**src/rtl/event_pair_capture.sv**
```systemverilog
// event_pair_capture
//   Watches two asynchronous level inputs (in1, in2). After synchronisation,
//   every change of the {in1,in2} pair is stored with a free-running
//   timestamp in a small first-word-fall-through FIFO.
//
// Parameters
//   DEPTH : FIFO entries (power of two, 2..16)
//   TS_W  : timestamp width in bits
//
// Ports
//   clk       in   sole clock, rising edge
//   rst_n     in   asynchronous active-low reset
//   in1, in2  in   asynchronous level inputs (first / second of the pair)
//   clr       in   synchronous flush of FIFO, timestamp, overflow and FSM
//   out_valid out  head entry available
//   out_ready in   consumer accepts the head entry
//   out_data  out  {in1, in2, timestamp} of the head entry (0 while empty)
//   level     out  current FIFO occupancy, 0..DEPTH
//   overflow  out  sticky: at least one event was dropped
//   ovf_cnt   out  (only with EVENT_PAIR_CAPTURE_OVF_CNT_EN) saturating
//                  8-bit count of dropped events
//
// Build option
//   EVENT_PAIR_CAPTURE_OVF_CNT_EN : adds the ovf_cnt output and its counter.

module event_pair_capture #(
  parameter int DEPTH = 4,
  parameter int TS_W  = 8
) (
  input  logic                       clk,
  input  logic                       rst_n,
  input  logic                       in1,
  input  logic                       in2,
  input  logic                       clr,
  output logic                       out_valid,
  input  logic                       out_ready,
  output logic [TS_W+1:0]            out_data,
  output logic [$clog2(DEPTH):0]     level,
`ifdef EVENT_PAIR_CAPTURE_OVF_CNT_EN
  output logic [7:0]                 ovf_cnt,
`endif
  output logic                       overflow
);

  localparam int AW = $clog2(DEPTH);
  localparam int LW = AW + 1;

  typedef enum logic {
    PRIME = 1'b0,
    RUN   = 1'b1
  } state_t;

  state_t            state;
  logic [1:0]        s1;
  logic [1:0]        s2;
  logic [1:0]        sync_fill;
  logic [1:0]        prev;
  logic [TS_W-1:0]   ts;
  logic [AW-1:0]     wr_ptr;
  logic [AW-1:0]     rd_ptr;
  logic [LW-1:0]     level_reg;
  logic              overflow_reg;
  logic [TS_W+1:0]   mem [DEPTH];

  logic              event_hit;
  logic              pop;
  logic              full;
  logic              do_write;
  logic              drop;
  logic [LW-1:0]     level_next;

  assign event_hit  = (state == RUN) && (s2 != prev);
  assign out_valid  = (level_reg != '0);
  assign pop        = out_valid && out_ready;
  assign full       = (level_reg == LW'(DEPTH));
  // A full FIFO still accepts a push when the head leaves on the same edge.
  assign do_write   = event_hit && (!full || pop);
  assign drop       = event_hit && full && !pop;
  assign level_next = level_reg + LW'(do_write) - LW'(pop);

  assign level    = level_reg;
  assign overflow = overflow_reg;
  assign out_data = out_valid ? mem[rd_ptr] : '0;

  always_ff @(posedge clk or negedge rst_n) begin
    if (!rst_n) begin
      s1           <= '0;
      s2           <= '0;
      sync_fill    <= '0;
      prev         <= '0;
      state        <= PRIME;
      ts           <= '0;
      wr_ptr       <= '0;
      rd_ptr       <= '0;
      level_reg    <= '0;
      overflow_reg <= 1'b0;
    end else begin
      // Synchroniser runs regardless of clr.
      s1        <= {in1, in2};
      s2        <= s1;
      // sync_fill reaches 2'b11 once s2 holds a real sample of the pins
      // after reset, so PRIME never latches the reset value of s2 and pins
      // already high at reset release do not look like a change.
      sync_fill <= {sync_fill[0], 1'b1};

      if (clr) begin
        state        <= PRIME;
        ts           <= '0;
        wr_ptr       <= '0;
        rd_ptr       <= '0;
        level_reg    <= '0;
        overflow_reg <= 1'b0;
      end else begin
        ts <= ts + TS_W'(1);

        case (state)
          PRIME: begin
            prev <= s2;
            if (sync_fill == 2'b11) begin
              state <= RUN;
            end
          end
          RUN: begin
            if (event_hit) begin
              prev <= s2;
            end
          end
          default: state <= PRIME;
        endcase

        if (do_write) begin
          wr_ptr <= wr_ptr + AW'(1);
        end
        if (pop) begin
          rd_ptr <= rd_ptr + AW'(1);
        end
        level_reg <= level_next;
        if (drop) begin
          overflow_reg <= 1'b1;
        end
      end
    end
  end

  // Storage needs no reset: out_data is forced to 0 whenever empty.
  always_ff @(posedge clk) begin
    if (do_write && !clr) begin
      mem[wr_ptr] <= {s2, ts};
    end
  end

`ifdef EVENT_PAIR_CAPTURE_OVF_CNT_EN
  always_ff @(posedge clk or negedge rst_n) begin
    if (!rst_n) begin
      ovf_cnt <= '0;
    end else if (clr) begin
      ovf_cnt <= '0;
    end else if (drop && (ovf_cnt != 8'hFF)) begin
      ovf_cnt <= ovf_cnt + 8'd1;
    end
  end
`endif

endmodule

```
**config.mk**
```make
export PLATFORM = sky130hd
export DESIGN_NAME = event_pair_capture
export DESIGN_NICKNAME = d
export VERILOG_FILES = /design/src/rtl/event_pair_capture.sv
export SDC_FILE = /design/constraint.sdc
export NUM_CORES = 1
export LEC_CHECK = 0
export BUFFER_PORTS_ARGS = -buffer_cell sky130_fd_sc_hd__buf_2
export CAP_MARGIN = 5
export CELL_PAD_IN_SITES_DETAIL_PLACEMENT = 1
export CELL_PAD_IN_SITES_GLOBAL_PLACEMENT = 1
export CORE_ASPECT_RATIO = 0.7
export CORE_UTILIZATION = 53
export CTS_CLUSTER_DIAMETER = 60
export DETAILED_ROUTE_END_ITERATION = 6
export PLACE_DENSITY = 0.89
export SYNTH_ARGS = -nofsm -noshare
export SYNTH_HDL_FRONTEND = slang
export SYNTH_SLANG_ARGS = --single-unit
```
**constraint.sdc**
```tcl
create_clock -name clk -period 5.56 [get_ports clk]
set_input_delay 1.112 -clock clk [delete_from_list [all_inputs] [get_ports clk]]
set_output_delay 1.112 -clock clk [all_outputs]
set_load 0.02 [all_outputs]
```
==> impl_metrics.tcl <==
set metrics [dict create \
    clockBufferDepth 2 \
    hold_slack_ps 360 \
    start_util_pct 55.5 \
    cts_buffers 9 \
    stdcell_count 264 \
    setup_tns_ps 0 \
    vias 1428 \
    cp.required_ps 4450 \
    grt_max_degree 26 \
    grt_overflow 0 \
    hpwlAfterDp_um 3610 \
    cts_hold_buf 0 \
    drive_gt1_share_pct 27.7 \
    reg2reg_depth 10 \
    cp-start-kind "flop" \
    grt_pass1_wl_um 8640 \
    r2r_end "level[2]" \
    clock_latency_ps 340 \
    min_period_ps 3210 \
    dr_wl_met2_um 2690 \
    switchingPower_uw 394 \
    power_leakage_nw 1.17 \
    slew_headroom_pct 31.7 \
    cap_viol_max_count 0 \
    crit_family "flip-flops" \
    r2r_slack_ps 2780 \
    clkTransAtPathRegs_ps 70 \
    die_w_um 86.8 \
    met1Wirelength_um 2350 \
    clkPwrFrac_pct 29.6 \
    place_congestion 0.770 \
    dp_cells 248 \
    syn_inst 164 \
    ys_seq_area_share_pct 68.5 \
    insertedDiodeCount 0 \
    synth_nets 178 \
    cts_tree "done" \
    h-tree-depth 3 \
    crit_buf_inv 1 \
    power_density_nw_per_um2 417 \
    tightest_slew_ps 1020 \
    die_area_um2 5330 \
    p_int_uw 874 \
    cp_slowest_cell "dfrtp_1" \
    area_growth_pct 13.9 \
    hold_path.class "reg2reg" \
    drtIter0Drc 120 \
    fin_nets 204 \
    wl_um 5410 \
    yosys_register_bits 65 \
    topRoutingLayerUsed "met4" \
    drv_slew 0 \
    io_pins 21 \
    largest_reg_flops 40 \
    wl_per_cell_um 20.5 \
    setup_ws_ps 2350 \
    crit_type "reg2out" \
    place_worst_setup_slack_ps 2050 \
    core-area_um2 4810 \
    clkSinkCount 65 \
    crit-reg2reg-launch "level[1]" \
    synth.distinct_cells 33 \
    cp_slowest_stage_delay_ps 840 \
    crit_fanout 12 \
    fin_util_pct 63.2 \
    drt-pass1-iter-count 4 \
    whs_path_depth 0 \
    final_hold_viol_count 0 \
    fmax_mhz 312 \
    std_cell_rows 21 \
    fin_skew_ps 7.70 \
    synth_warnings 0 \
    root_buffer "clkbuf_8" \
    setup_viol 0 \
    min_from "s1[0]" \
    dr_wl_met3_um 261 \
    portBuffers 20 \
    critPathArrivalTime_ps 2100 \
    post_cts_resized 0 \
    die_h_um 61.4 \
    fin_crit_sh_pct 57.7 \
    avgSynthCellArea_um2 16.3 \
    drt-vias-per-instance 5.41 \
    synth_area_um2 2670 \
    grt_util_all_layers_pct 24.4 \
    grt_antenna_before_repair 0 \
    worstPathCellList "mux4_2 > nor2b_1 > buf_2" \
    rsz0062_at_grt "no" \
    grt_pass1_vias 1547 \
    end_kind "primary output" \
    p_comb_share_pct 23.6 \
    swShare_pct 31.1 \
    cts_setup_buffers 0 \
    hold-path-endpoint "s2[0]" \
    p_seq_share_pct 46.8 \
    route.detailed.drc 0 \
    vdd_drop_max_mv 0.215 \
    status "finished clean" \
    antenna_left 0 \
]
[layout by cell type, fill, tap and decap left out, drive strengths merged, types with 5 or more instances in the layout]
cell and n:
edfxtp 40, dfrtp 25, buf 21, nor2b 12, nor2 11, mux4 10
clkbuf 9, inv 7, xor2 7, ha 7, a21oi 5
[worst register-to-register path, delay by kind of cell (launching register included)]
kind / cells / cell delay, ps
simple gates: 3 / 930
fa+ha+maj: 3 / 810
flops: 1 / 490
compound gates: 1 / 180
xor+xnor: 1 / 180
buf+inv: 2 / 120
[cell families after synthesis]
logic type      synth area share [%]
compound gates                  3.19
xor+xnor                        2.63
fa+ha+maj                       4.03
buf+inv                         2.06
flops                           68.5
mux                             10.2
other cells                    0.141
simple gates                    9.24
[stage by stage]
stage,area (µm²),power (mW)
after global placement,2850,0.884
after global routing,3040,1.33
after CTS,3040,1.28
after detailed placement,2850,0.908
after floorplan,2670,0.802
final,3040,1.27
[power groups by stage]
stage / sequential (mW) / clock (mW) / combinational, mW
CTS: 0.595 / 0.385 / 0.305
finish: 0.593 / 0.376 / 0.299
floorplan: 0.578 / 0 / 0.224
global placement: 0.599 / 0 / 0.285
global route: 0.600 / 0.406 / 0.326
detailed placement: 0.604 / 0 / 0.304
[layout make-up]
cell class                 count  area [µm²]
timing repair buffer          21         108
tap                           69        86.3
clock buffer                   9         124
fill                         436        1770
multi-input combinational     86         806
clock inverter                 7        61.3
inverter                       7        26.3
sequential                    65        1830
[cell usage after synthesis]
| master | instances | share of area [%] |
|---|---|---|
| a21oi_1 | 5 | 0.94 |
| and2_2 | 1 | 0.28 |
| buf_2 | 2 | 0.38 |
| buf_4 | 1 | 0.28 |
| clkbuf_1 | 3 | 0.42 |
| conb_1 | 1 | 0.14 |
| dfrtp_1 | 25 | 23 |
| edfxtp_1 | 40 | 45 |
| fa_1 | 1 | 0.75 |
| ha_1 | 7 | 3.3 |
| inv_1 | 7 | 0.99 |
| mux2_2 | 2 | 0.84 |
| mux2_4 | 1 | 0.56 |
| mux2i_1 | 1 | 0.38 |
| mux4_2 | 10 | 8.4 |
| nand2_1 | 2 | 0.28 |
| nand2b_1 | 2 | 0.47 |
| nand3_1 | 3 | 0.56 |
| nand4_1 | 1 | 0.23 |
| nor2_1 | 11 | 1.5 |
| nor2b_1 | 12 | 2.8 |
| nor3_1 | 2 | 0.38 |
| nor3b_1 | 4 | 1.1 |
| nor4b_1 | 1 | 0.33 |
| o211ai_1 | 1 | 0.28 |
| o211ai_4 | 1 | 0.80 |
| o21ai_0 | 3 | 0.56 |
| o311ai_0 | 1 | 0.33 |
| o31ai_1 | 1 | 0.28 |
| or3_1 | 3 | 0.70 |
| or4b_4 | 1 | 0.52 |
| xnor2_1 | 1 | 0.33 |
| xor2_1 | 7 | 2.3 |
[worst max path at each step]
stage	from	endpoint	slack, ps	depth (start not counted)
2_1_floorplan	out_ready	level[2]	2400	10
3_3_place_gp	out_ready	level[2]	2200	11
3_5_place_dp	out_ready	level[2]	2050	11
4_1_cts	rd_ptr[0]	out_data[2]	2280	3
5_1_grt	rd_ptr[0]	out_data[2]	2220	3
6_report	rd_ptr[0]	out_data[2]	2350	3
[routing by layer]
metal / track usage, % / vias to the layer above
met5: 0 / -
met4: 9.29 / 0
met3: 9.52 / 10
met2: 39.7 / 39
met1: 30.3 / 729
li1: - / 650
(Power assumes the default switching activity.)
